**src/rtl/uart_spi_bridge_if.sv**
```systemverilog
// Byte-level handshake bundle between the frame bridge, the UART controller
// and the SPI master.
//   rx_data/rx_valid        : received UART byte and its one-cycle strobe
//   tx_data/tx_start        : byte and one-cycle request towards UART TX
//   tx_ready                : UART TX idle
//   spi_tx_data/spi_start   : MOSI byte and one-cycle transfer request
//   spi_rx_data/spi_done    : MISO byte and one-cycle completion strobe
// master = bridge side, slave = UART/SPI side.
interface uart_spi_bridge_if;
  logic [7:0] rx_data;
  logic       rx_valid;
  logic [7:0] tx_data;
  logic       tx_start;
  logic       tx_ready;
  logic [7:0] spi_tx_data;
  logic       spi_start;
  logic [7:0] spi_rx_data;
  logic       spi_done;

  modport master (
    input  rx_data, rx_valid, tx_ready, spi_rx_data, spi_done,
    output tx_data, tx_start, spi_tx_data, spi_start
  );

  modport slave (
    output rx_data, rx_valid, tx_ready, spi_rx_data, spi_done,
    input  tx_data, tx_start, spi_tx_data, spi_start
  );
endinterface

```
**src/rtl/uart_spi_bridge.sv**
```systemverilog
// Framed UART-to-SPI command bridge.
// Collects a request frame (SOF_REQ, LEN, payload, XOR checksum) from the
// UART RX stream, runs one SPI transfer per payload byte and returns the
// MISO bytes as a response frame (SOF_RSP, LEN, data, XOR checksum).
// Ports:
//   clk, reset          : system clock, asynchronous active-high reset
//   bus                 : uart_spi_bridge_if.master handshake bundle
//   busy                : high whenever the frame engine is not hunting
//   frame_err_count     : saturating count of rejected frames
//   overrun             : sticky, a byte arrived outside a receive state
module uart_spi_bridge #(
  parameter int         MAX_LEN        = 16,
  parameter int         TIMEOUT_CYCLES = 5000000,
  parameter logic [7:0] SOF_REQ        = 8'hA5,
  parameter logic [7:0] SOF_RSP        = 8'h5A
) (
  input  logic                   clk,
  input  logic                   reset,
  uart_spi_bridge_if.master      bus,
  output logic                   busy,
  output logic [7:0]             frame_err_count,
  output logic                   overrun
);

  localparam int IDX_W = (MAX_LEN > 1) ? $clog2(MAX_LEN) : 1;
  localparam int DEPTH = 1 << IDX_W;
  localparam int GAP_W = (TIMEOUT_CYCLES > 1) ? $clog2(TIMEOUT_CYCLES) : 1;
  localparam logic [GAP_W-1:0] GAP_LAST = GAP_W'(TIMEOUT_CYCLES - 1);
  localparam logic [GAP_W-1:0] GAP_ZERO = {GAP_W{1'b0}};
  localparam logic [GAP_W-1:0] GAP_ONE  = GAP_W'(1);
  localparam logic [7:0]       LEN_MAX  = 8'(MAX_LEN);

  typedef enum logic [3:0] {
    S_HUNT      = 4'd0,
    S_LEN       = 4'd1,
    S_PAYLOAD   = 4'd2,
    S_CHK       = 4'd3,
    S_SPI_ISSUE = 4'd4,
    S_SPI_WAIT  = 4'd5,
    S_TX_SEND   = 4'd6,
    S_TX_WAIT   = 4'd7
  } state_e;

  state_e           state_q, state_d;
  logic [7:0]       len_q, len_d;
  logic [7:0]       idx_q, idx_d;
  logic [7:0]       acc_q, acc_d;
  logic [7:0]       rsp_chk_q, rsp_chk_d;
  logic [8:0]       ptr_q, ptr_d;
  logic [GAP_W-1:0] gap_q, gap_d;
  logic [7:0]       err_q, err_d;
  logic             overrun_q, overrun_d;
  logic             busy_q, busy_d;
  logic             first_q, first_d;
  logic             spi_start_q, spi_start_d;
  logic [7:0]       spi_tx_data_q, spi_tx_data_d;
  logic [7:0]       tx_data_q, tx_data_d;
  logic [7:0]       payload_q [DEPTH];
  logic [7:0]       payload_d [DEPTH];
  logic [7:0]       resp_q [DEPTH];
  logic [7:0]       resp_d [DEPTH];

  logic             tx_start_s;
  logic             err_inc_s;
  logic             rx_state_s;
  logic             timeout_s;
  logic [7:0]       idx_nxt_s;
  logic [8:0]       ptr_nxt_s;
  logic [IDX_W-1:0] rsp_idx_s;
  logic [7:0]       nxt_tx_byte_s;

  assign bus.spi_start   = spi_start_q;
  assign bus.spi_tx_data = spi_tx_data_q;
  assign bus.tx_data     = tx_data_q;
  // tx_start is decoded from the registered state so it can fire in the
  // same cycle tx_ready is seen; tx_data is already registered by then.
  assign bus.tx_start    = tx_start_s;
  assign busy            = busy_q;
  assign frame_err_count = err_q;
  assign overrun         = overrun_q;

  // Response byte that follows the current pointer: LEN, MISO data, then CHK.
  always_comb begin
    ptr_nxt_s = ptr_q + 9'd1;
    rsp_idx_s = IDX_W'(ptr_q - 9'd1);
    if (ptr_nxt_s == 9'd1) begin
      nxt_tx_byte_s = len_q;
    end else if (ptr_nxt_s <= ({1'b0, len_q} + 9'd1)) begin
      nxt_tx_byte_s = resp_q[rsp_idx_s];
    end else begin
      nxt_tx_byte_s = rsp_chk_q;
    end
  end

  // Frame engine: next-state and datapath updates.
  always_comb begin
    state_d       = state_q;
    len_d         = len_q;
    idx_d         = idx_q;
    acc_d         = acc_q;
    rsp_chk_d     = rsp_chk_q;
    ptr_d         = ptr_q;
    first_d       = first_q;
    spi_start_d   = 1'b0;
    spi_tx_data_d = spi_tx_data_q;
    tx_data_d     = tx_data_q;
    payload_d     = payload_q;
    resp_d        = resp_q;
    tx_start_s    = 1'b0;
    err_inc_s     = 1'b0;
    idx_nxt_s     = idx_q + 8'd1;

    rx_state_s = (state_q == S_LEN) || (state_q == S_PAYLOAD) || (state_q == S_CHK);
    // A byte on the timeout cycle wins: timeout only fires without rx_valid.
    timeout_s  = rx_state_s && !bus.rx_valid && (gap_q == GAP_LAST);

    if (rx_state_s && !bus.rx_valid && !timeout_s) begin
      gap_d = gap_q + GAP_ONE;
    end else begin
      gap_d = GAP_ZERO;
    end

    case (state_q)
      S_HUNT: begin
        if (bus.rx_valid && (bus.rx_data == SOF_REQ)) begin
          state_d = S_LEN;
        end else begin
          state_d = S_HUNT;
        end
      end
      S_LEN: begin
        if (bus.rx_valid) begin
          len_d = bus.rx_data;
          acc_d = bus.rx_data;
          idx_d = 8'd0;
          if ((bus.rx_data == 8'd0) || (bus.rx_data > LEN_MAX)) begin
            err_inc_s = 1'b1;
            state_d   = S_HUNT;
          end else begin
            state_d = S_PAYLOAD;
          end
        end else if (timeout_s) begin
          err_inc_s = 1'b1;
          state_d   = S_HUNT;
        end else begin
          state_d = S_LEN;
        end
      end
      S_PAYLOAD: begin
        if (bus.rx_valid) begin
          payload_d[idx_q[IDX_W-1:0]] = bus.rx_data;
          acc_d = acc_q ^ bus.rx_data;
          idx_d = idx_nxt_s;
          if (idx_nxt_s == len_q) begin
            state_d = S_CHK;
          end else begin
            state_d = S_PAYLOAD;
          end
        end else if (timeout_s) begin
          err_inc_s = 1'b1;
          state_d   = S_HUNT;
        end else begin
          state_d = S_PAYLOAD;
        end
      end
      S_CHK: begin
        if (bus.rx_valid) begin
          if (bus.rx_data == acc_q) begin
            // Launch the first transfer straight away so spi_start is high
            // in the cycle right after the checksum byte.
            idx_d         = 8'd0;
            rsp_chk_d     = len_q;
            spi_start_d   = 1'b1;
            spi_tx_data_d = payload_q[0];
            state_d       = S_SPI_ISSUE;
          end else begin
            err_inc_s = 1'b1;
            state_d   = S_HUNT;
          end
        end else if (timeout_s) begin
          err_inc_s = 1'b1;
          state_d   = S_HUNT;
        end else begin
          state_d = S_CHK;
        end
      end
      S_SPI_ISSUE: begin
        state_d = S_SPI_WAIT;
      end
      S_SPI_WAIT: begin
        if (bus.spi_done) begin
          resp_d[idx_q[IDX_W-1:0]] = bus.spi_rx_data;
          rsp_chk_d = rsp_chk_q ^ bus.spi_rx_data;
          idx_d     = idx_nxt_s;
          if (idx_nxt_s == len_q) begin
            ptr_d     = 9'd0;
            tx_data_d = SOF_RSP;
            state_d   = S_TX_SEND;
          end else begin
            spi_start_d   = 1'b1;
            spi_tx_data_d = payload_q[idx_nxt_s[IDX_W-1:0]];
            state_d       = S_SPI_ISSUE;
          end
        end else begin
          state_d = S_SPI_WAIT;
        end
      end
      S_TX_SEND: begin
        if (bus.tx_ready) begin
          tx_start_s = 1'b1;
          first_d    = 1'b1;
          state_d    = S_TX_WAIT;
        end else begin
          state_d = S_TX_SEND;
        end
      end
      S_TX_WAIT: begin
        // tx_ready may still read high on the cycle after tx_start.
        if (first_q) begin
          first_d = 1'b0;
          state_d = S_TX_WAIT;
        end else if (bus.tx_ready) begin
          if (ptr_q == ({1'b0, len_q} + 9'd2)) begin
            state_d = S_HUNT;
          end else begin
            ptr_d     = ptr_nxt_s;
            tx_data_d = nxt_tx_byte_s;
            state_d   = S_TX_SEND;
          end
        end else begin
          state_d = S_TX_WAIT;
        end
      end
      default: begin
        state_d = S_HUNT;
      end
    endcase

    if (bus.rx_valid && (state_q inside {S_SPI_ISSUE, S_SPI_WAIT, S_TX_SEND, S_TX_WAIT})) begin
      overrun_d = 1'b1;
    end else begin
      overrun_d = overrun_q;
    end

    if (err_inc_s && (err_q != 8'hFF)) begin
      err_d = err_q + 8'd1;
    end else begin
      err_d = err_q;
    end

    busy_d = (state_d != S_HUNT);
  end

  // State and datapath registers.
  always_ff @(posedge clk or posedge reset) begin
    if (reset) begin
      state_q       <= S_HUNT;
      len_q         <= 8'd0;
      idx_q         <= 8'd0;
      acc_q         <= 8'd0;
      rsp_chk_q     <= 8'd0;
      ptr_q         <= 9'd0;
      gap_q         <= GAP_ZERO;
      err_q         <= 8'd0;
      overrun_q     <= 1'b0;
      busy_q        <= 1'b0;
      first_q       <= 1'b0;
      spi_start_q   <= 1'b0;
      spi_tx_data_q <= 8'd0;
      tx_data_q     <= 8'd0;
      for (int i = 0; i < DEPTH; i++) begin
        payload_q[i] <= 8'd0;
        resp_q[i]    <= 8'd0;
      end
    end else begin
      state_q       <= state_d;
      len_q         <= len_d;
      idx_q         <= idx_d;
      acc_q         <= acc_d;
      rsp_chk_q     <= rsp_chk_d;
      ptr_q         <= ptr_d;
      gap_q         <= gap_d;
      err_q         <= err_d;
      overrun_q     <= overrun_d;
      busy_q        <= busy_d;
      first_q       <= first_d;
      spi_start_q   <= spi_start_d;
      spi_tx_data_q <= spi_tx_data_d;
      tx_data_q     <= tx_data_d;
      payload_q     <= payload_d;
      resp_q        <= resp_d;
    end
  end

endmodule

```
**src/flat_wrapper.sv**
```systemverilog
// flat-port wrapper written by rule: the top's interface ports become plain ports
module uart_spi_bridge_flat 
#(
  parameter int         MAX_LEN        = 16,
  parameter int         TIMEOUT_CYCLES = 5000000,
  parameter logic [7:0] SOF_REQ        = 8'hA5,
  parameter logic [7:0] SOF_RSP        = 8'h5A
)
  (clk, reset, busy, frame_err_count, overrun, bus_rx_data, bus_rx_valid, bus_tx_ready, bus_spi_rx_data, bus_spi_done, bus_tx_data, bus_tx_start, bus_spi_tx_data, bus_spi_start);
  uart_spi_bridge_if bus_i ();
  input  logic clk;
  input  logic reset;
  output logic busy;
  output logic [7:0] frame_err_count;
  output logic overrun;
  input wire logic [$bits(bus_i.rx_data)-1:0] bus_rx_data;
  input wire logic [$bits(bus_i.rx_valid)-1:0] bus_rx_valid;
  input wire logic [$bits(bus_i.tx_ready)-1:0] bus_tx_ready;
  input wire logic [$bits(bus_i.spi_rx_data)-1:0] bus_spi_rx_data;
  input wire logic [$bits(bus_i.spi_done)-1:0] bus_spi_done;
  output wire logic [$bits(bus_i.tx_data)-1:0] bus_tx_data;
  output wire logic [$bits(bus_i.tx_start)-1:0] bus_tx_start;
  output wire logic [$bits(bus_i.spi_tx_data)-1:0] bus_spi_tx_data;
  output wire logic [$bits(bus_i.spi_start)-1:0] bus_spi_start;
  assign bus_i.rx_data = bus_rx_data;
  assign bus_i.rx_valid = bus_rx_valid;
  assign bus_i.tx_ready = bus_tx_ready;
  assign bus_i.spi_rx_data = bus_spi_rx_data;
  assign bus_i.spi_done = bus_spi_done;
  assign bus_tx_data = bus_i.tx_data;
  assign bus_tx_start = bus_i.tx_start;
  assign bus_spi_tx_data = bus_i.spi_tx_data;
  assign bus_spi_start = bus_i.spi_start;
  uart_spi_bridge #(.MAX_LEN(MAX_LEN), .TIMEOUT_CYCLES(TIMEOUT_CYCLES), .SOF_REQ(SOF_REQ), .SOF_RSP(SOF_RSP)) u_core (.clk(clk), .reset(reset), .bus(bus_i), .busy(busy), .frame_err_count(frame_err_count), .overrun(overrun));
endmodule
```
**config.mk**
```make
export PLATFORM = sky130hd
export DESIGN_NAME = uart_spi_bridge_flat
export DESIGN_NICKNAME = d
export VERILOG_FILES = /design/src/rtl/uart_spi_bridge_if.sv /design/src/rtl/uart_spi_bridge.sv /design/src/flat_wrapper.sv
export SDC_FILE = /design/constraint.sdc
export NUM_CORES = 1
export LEC_CHECK = 0
export CAP_MARGIN = 20
export CORE_ASPECT_RATIO = 1.2
export CORE_MARGIN = 3
export CORE_UTILIZATION = 45
export DETAILED_ROUTE_END_ITERATION = 8
export PLACE_DENSITY_LB_ADDON = 0.25
export RECOVER_POWER = 25
export SETUP_SLACK_MARGIN = 0.5
export SLEW_MARGIN = 20
export SYNTH_ARGS = -nofsm -noshare
export SYNTH_HDL_FRONTEND = slang
export SYNTH_SLANG_ARGS = --single-unit
```
**constraint.sdc**
```tcl
create_clock -name clk -period 12.49 [get_ports clk]
set_clock_uncertainty 0.05 [all_clocks]
set_input_delay 1.8735 -clock clk [delete_from_list [all_inputs] [get_ports clk]]
set_output_delay 1.8735 -clock clk [all_outputs]
set_load 0.05 [all_outputs]
```
Word level (Yosys, flattened, before mapping):

Cells that the tools add are included.

* register bits: 352
* word-level logic and storage cells: 195
* bits of input ports: 21
* output and inout port bits: 28

* $add $sub $neg: 7
* mux-type cells: 76
* bitwise gates (word level): 5
* magnitude comparators: 6
* equality and inequality tests: 25
* reduce and logical (&&, ||, !) cells: 30

Operator list (count)
* bitwise mux 128 bit: 2
* 2-to-1 mux 8 bit: 26
* binary-select mux 8 bit (select 4 bit): 2
* case mux 8 bit (2 select lines): 4
* 2-to-1 mux 9 bit: 5
* demux 8 bit (select 4 bit): 1
* case mux 4 bit (8 select lines): 1
* case mux 8 bit (4 select lines): 1
* adder 23 x 1 -> 23 bit, second input constant: 1
* equality test 23 bit, second input constant: 1
* 2-to-1 mux 23 bit: 1
* != test 2 bit, second input constant: 10
* case mux 9 bit (2 select lines): 1
* 2-to-1 mux 1 bit: 17
* adder 8 x 1 -> 8 bit, second input constant: 2
* equality test 4 x 3 -> 1 bit, second input constant: 4
* equality test 8 bit: 2
* 2-to-1 mux 4 bit: 4
* bitwise XOR 8 bit: 2
* greater-or-equal comparator 5 bit, second input constant: 3
* NOT 4 -> 5 bit: 3
* AND reduction 6 bit: 2
* nonzero test 4 bit: 3
* 2-to-1 mux 2 bit: 5
* other kinds (27): 46

Depth between registers and ports, before layout:

Gate-level depths: netlist of run 1.

* depth after elaboration: 11
* depth in mapped cells: 15
* mapped depth without buffers: 14

Least setup slack after synthesis of run 1:

OpenSTA, ideal clock, no wires.

* kind: input to output
* start: in bus_tx_ready
* end: out bus_tx_start
* stages: 1
* data arrival time: 3.073 ns
* slack: 7.494 ns
* data required time: 10.566 ns
* path buffers: 0
* cells stage by stage: nor3b_1

* cells in the longest elaborated chain, start to end: 2

RTL lines
* start, declared: line flat_wrapper.sv:18 `input wire logic [$bits(bus_i.tx_ready)-1:0] bus_tx_ready;`
* 2-to-1 mux 1 bit: line uart_spi_bridge.sv:209 `if (bus.tx_ready) begin`
* 2-to-1 mux 1 bit: line uart_spi_bridge.sv:123 `case (state_q)`
* end, declared: line flat_wrapper.sv:22 `output wire logic [$bits(bus_i.tx_start)-1:0] bus_tx_start;`

No other way between the ends.

==> results of run 1 <==
report_power, final:
group / switching [mW] / internal (mW)
clock network: 0.461 / 0.642
logic: 0.136 / 0.0920
registers: 0.0370 / 1.15
kinds of logic after synthesis:
| group | share of synthesized area, % |
|---|---|
| xor gates and xnor gates | 3.43 |
| AOI/OAI and AO/OA | 6.20 |
| adders and majority gates | 1.42 |
| muxes | 26.9 |
| and+or+nand+nor | 9.42 |
| DFF | 49.9 |
| buffers and inverters | 2.67 |
layout make-up:
type,instances,area [µm²]
clock buffer,55,1070
inverter,27,103
timing repair buffer,63,606
tap,520,651
multi-input combinational,935,8360
fill,3282,18400
clock inverter,13,134
sequential,351,8790
critical path, delay by kind of cell:
family                 cells  cell delay (ps)
buffers and inverters      4             4500
sequential cells by signal (all words and copies together) (netlist names), 9 cells and up:
signal            cells
u_core.resp_q       128
u_core.gap_q         23
u_core.payload_q    128
u_core.ptr_q          9
metal layers:
metal / part of all wire, % / routed length [µm] / GRT usage [%]
met4: 1.9 / 753 / 4.95
met5: 0 / 0 / 0
met2: 50 / 20300 / 33.8
met3: 3.8 / 1520 / 2.84
met1: 44 / 17800 / 26.6
how the worst min path moves through the flow:
stage / start / end / slack [ps] / cells after the start
finish: u_core.first_q / u_core.first_q / 420 / 1
global route: u_core.overrun / u_core.overrun / 440 / 1
CTS: u_core.first_q / u_core.first_q / 430 / 1
detailed placement: u_core.first_q / u_core.first_q / 410 / 1
global placement: u_core.overrun / u_core.overrun / 390 / 1
floorplan: u_core.first_q / u_core.first_q / 390 / 1
layout by cell type, fill, tap and decap left out, types with 7 or more instances in the layout:
cell             count
nand4_1             13
nand2b_1             9
or3_1               14
nor2b_1             17
nor2_1              81
and3_1               9
clkdlybuf4s50_1     45
a211oi_1             9
xnor2_1             33
a21oi_1             50
mux2i_1             12
nand2_1             82
nand3_1             44
buf_4               14
nor3_1              17
inv_1               25
dfrtp_1            349
a31oi_1              7
clkinv_2             8
o22ai_1             15
mux2_2             266
nor4_1               7
nor3b_1             11
ha_1                19
o21ai_0             26
clkbuf_1            11
clkbuf_16           38
mux4_2              72
xor2_1              34
==> flow_summary.ini, run 1 <==
[clock_tree]
root_buffer = clkbuf_16
cts_buffers = 38
insertion_delay_ps = 550
cts_tree = yes
cts_setup_buffers = 0
cts_resized = 0
cts_buffer_depth = 3
holdBufCountCts = 0
h-tree-depth = 2
path_clk_slew_ps = 60
clock_sinks = 351

[status]
outcome = finished with violations
violations = max-capacitance violations, max-slew violations

[sta]
rsz0062_at_grt = no
worst_slack_ps = 6390
slew_viol_final = 100
fin_setup_tns_ps = 0
worst_pin_slew_ps = 4400
hold_violations = 0
relSlewSlack_pct = -195
setup_viol = 0
max_freq_mhz = 164
fin_hold_ws_ps = 423
min_period_ps = 6100
fin_crit_sh_pct = 48.9

[synth]
synth_warnings = 0
syn_nets = 1442
synth_edf_count = 0
synth.top_cell.area_share_pct = 49.9
avgSynthCellArea_um2 = 12.6
synth_most_common_cell = dfrtp_1
yosys_most_used_dff = dfrtp_1
synth_area_leaders = dfrtp_1, mux2_2, mux4_2
ys_ff_latch = 351
seq_area_frac_synth_pct = 49.9
netlist_area_um2 = 17600
postSynth.asyncResetShare_pct = 100
synth.distinct_cells = 69
synth_commonest_cells = dfrtp_1, mux2_2, nand2_1, nor2_1, mux4_2
netlist_instances = 1401
yosys.area.top_type = dfrtp_1

[floorplan]
die_h_um = 223
die_area_um2 = 41500
fp.dieW_um = 186
core_um2 = 38200
initial_core_util_pct = 46.1
fp-row-count = 78
ios = 49

[placement]
dp_hpwl_um = 26000
place_inst = 1896
placed_area_um2 = 18500
portBuffers = 48
dpl_worst_slack_ps = 7060
gp_congestion = 0.799

[finish]
syn2layout_area_growth_pct = 12.1
design_area_um2 = 19700
nNetsFinal = 1457
final_cells = 1964
drive_gt1_share_pct = 29.7
fin_util_pct = 51.7
antenna_cells = 0

[route]
drt_first_pass_iters = 5
drc = 0
vias = 11277
antenna_left = 0
routedWlPerCell_um = 20.6
drt_iter0_markers = 761
viasPerCell = 5.74
routed_wl_um = 40400

[global_route]
grt_use_total_pct = 19.7
grt_pass1_wl_um = 65900
first_global_vias = 11629
antenna_found_initial = 0
overflow = 0
grt_max_degree = 187

[critical_path]
worstPathMaxFanout = 186
crit_end = u_core.gap_q[5]
cp-startpoint = reset
slowest_stage = clkinvlp_2
end_kind = asynchronous set/reset pin
r2r-start = u_core.ptr_q[0]
reg2reg_slack_ps = 8050
arrival_ps = 6610
reg2regPathDepth = 15
slowest_delay_ps = 2420
r2r-end = u_core.bus.tx_data[4]
start_kind = input pin
crit_chain = dlygate4sd3_1, clkinvlp_2, buf_12, buf_4
cp.required_ps = 12990
critPathKind = in -> async

[pwr]
power_mw = 2.52
power.static_leakage_nw = 8.98
peakVddDrop_uv = 81.8
powerDensity_nw_per_um2 = 128

[job]
drv_cap = 1

[min_path]
min_path_type = reg -> reg
(Power assumes the default switching activity.)
==> run 2: changes to the inputs <==
Clock period 12.49 ns to 5.1 ns, I/O delays scaled along.
==> run 2 against run 1 <==
The flow still finishes with violations (max-capacitance violations, max-slew violations); non-clock buffer count grew 12; sequential cell count unchanged; clock-buffer cell count increased by 2; setup slack worse by 5100 ps.
==> flow_summary.ini, run 2 (same netlist as run 1, synthesis figures left out) <==
[status]
outcome = finished with violations
violations = max-capacitance violations, max-slew violations

[job]
drv_cap = 4

[sta]
hold_violations = 0
rsz0062_at_grt = no
fin_crit_sh_pct = 74.9
worst_pin_slew_ps = 1840
slew_viol_final = 225
setup_viol = 0
worst_slack_ps = 1280
relSlewSlack_pct = -22.8
max_freq_mhz = 262
min_period_ps = 3820

[floorplan]
die_area_um2 = 41500
initial_core_util_pct = 46.1
fp.dieW_um = 186
core_um2 = 38200
die_h_um = 223
ios = 49
fp-row-count = 78

[global_route]
antenna_found_initial = 0
overflow = 0
first_global_vias = 11903
grt_pass1_wl_um = 68000
grt_use_total_pct = 20.5
grt_max_degree = 93

[clock_tree]
cts_tree = yes
insertion_delay_ps = 540
cts_resized = 0
h-tree-depth = 2
cts_buffer_depth = 3
holdBufCountCts = 0
clock_sinks = 351
cts_setup_buffers = 0
root_buffer = clkbuf_16
path_clk_slew_ps = 60
cts_buffers = 38

[route]
routedWlPerCell_um = 21.2
wl_met2_um = 20600
wl_met1_um = 18700
routed_wl_um = 41900
drc = 0
top_layer_used = met4
viasPerCell = 5.83
antenna_left = 0
drt_first_pass_iters = 6
wl_met3_um = 1630
drt_iter0_markers = 875
vias = 11521

[placement]
dp_hpwl_um = 27200
dpl_worst_slack_ps = 1310
portBuffers = 48
place_inst = 1908
gp_congestion = 0.836

[critical_path]
reg2regPathDepth = 14
r2r-start = u_core.ptr_q[1]
cp-startpoint = u_core.ptr_q[1]
slowest_delay_ps = 490
slowest_stage = dfrtp_1
start_kind = register
critPathKind = reg -> reg
cp.required_ps = 5500
crit_chain = ha_1, nand3_1, inv_1, nand3_1, nor2_1, xnor2_1, ha_1, or4_1, a221o_1, o22ai_1, or2_2, nor3b_1, a311o_1, mux2i_1
reg2reg_slack_ps = 1280
end_kind = register
arrival_ps = 4220
r2r-end = u_core.bus.tx_data[0]
worstPathMaxFanout = 11

[min_path]
hold_depth = 1
min_path_type = reg -> reg
worstHoldStart = u_core.overrun
min_to = u_core.overrun

[finish]
multi_input_area_um2 = 8340
fillers = 3276
regArea_um2 = 8790
mostFrequentLayoutCell = dfrtp_1
largestRegisters = u_core.payload_q x128, u_core.resp_q x128, u_core.gap_q x23
final_cells = 1976
syn2layout_area_growth_pct = 12.7
nNetsFinal = 1469
final_cell_mix = dfrtp_1, mux2_2, nand2_1
antenna_cells = 0
drive_gt1_share_pct = 30.0

[pwr]
powerDensity_nw_per_um2 = 316
peakVddDrop_uv = 277
power.static_leakage_nw = 9.04
## run 2: changes by cell type in the layout (fill, tap and decap cells not counted), moves of 2 or more
cell	delta
buf_4	+9
clkdlybuf4s50_1	+2
clkbuf_2	+2
clkinvlp_4	+2
dlygate4sd3_1	-2
clkinv_2	-4
clkbuf_1	+3
## run 2: critical path, delay by kind of cell (launching register included)
kind                       cells  cell delay, ps
and+or+nand+nor                6            1380
AOI/OAI and AO/OA              3             880
adders and majority gates      2             550
DFF                            1             490
muxes                          1             130
buffers and inverters          1             120
xor gates and xnor gates       1             110
## run 2: stage by stage
step / TNS [ps] / utilization [%] / power [mW] / cell area, µm² / hold WS [ps]
4_1_cts: 0 / 52.1 / 6.33 / 19900 / 417
6_report: 0 / 51.9 / 6.26 / 19800 / 416
5_1_grt: 0 / 51.9 / 6.50 / 19800 / 429
3_3_place_gp: 0 / 48.8 / 3.53 / 18600 / 392
3_5_place_dp: 0 / 48.8 / 3.54 / 18600 / 398
2_1_floorplan: -145800 / - / 3.36 / 17600 / 391
## run 2: per-layer routing
metal	GRT usage, %	vias to the layer above
met3	2.57	59
met5	0	-
met4	5.46	0
met1	28.0	5991
met2	34.8	263
li1	-	5208
## run 2: worst max path at each step
stage                                 to  slack (ps)  cells after the start
6_report           u_core.bus.tx_data[0]        1280                     14
3_3_place_gp   u_core.bus.spi_tx_data[4]        1350                      9
2_1_floorplan            u_core.acc_q[0]        -420                      1
5_1_grt                  u_core.idx_q[0]         690                      3
4_1_cts            u_core.bus.tx_data[0]        1340                     14
3_5_place_dp   u_core.bus.spi_tx_data[5]        1310                      9
## run 2: cell type report
class / count / area share [%]
well taps: 520 / 3.28
clock inverters: 11 / 0.777
repair buffers: 75 / 3.47
flip-flops and latches: 351 / 44.3
clock buffers: 57 / 5.52
multi-input cells: 935 / 42.1
inverters: 27 / 0.518
## run 2: power by group
group,switching [mW],total [mW],internal [mW]
Combinational,0.324,0.553,0.229
Sequential,0.102,2.93,2.83
Clock,1.13,2.77,1.64
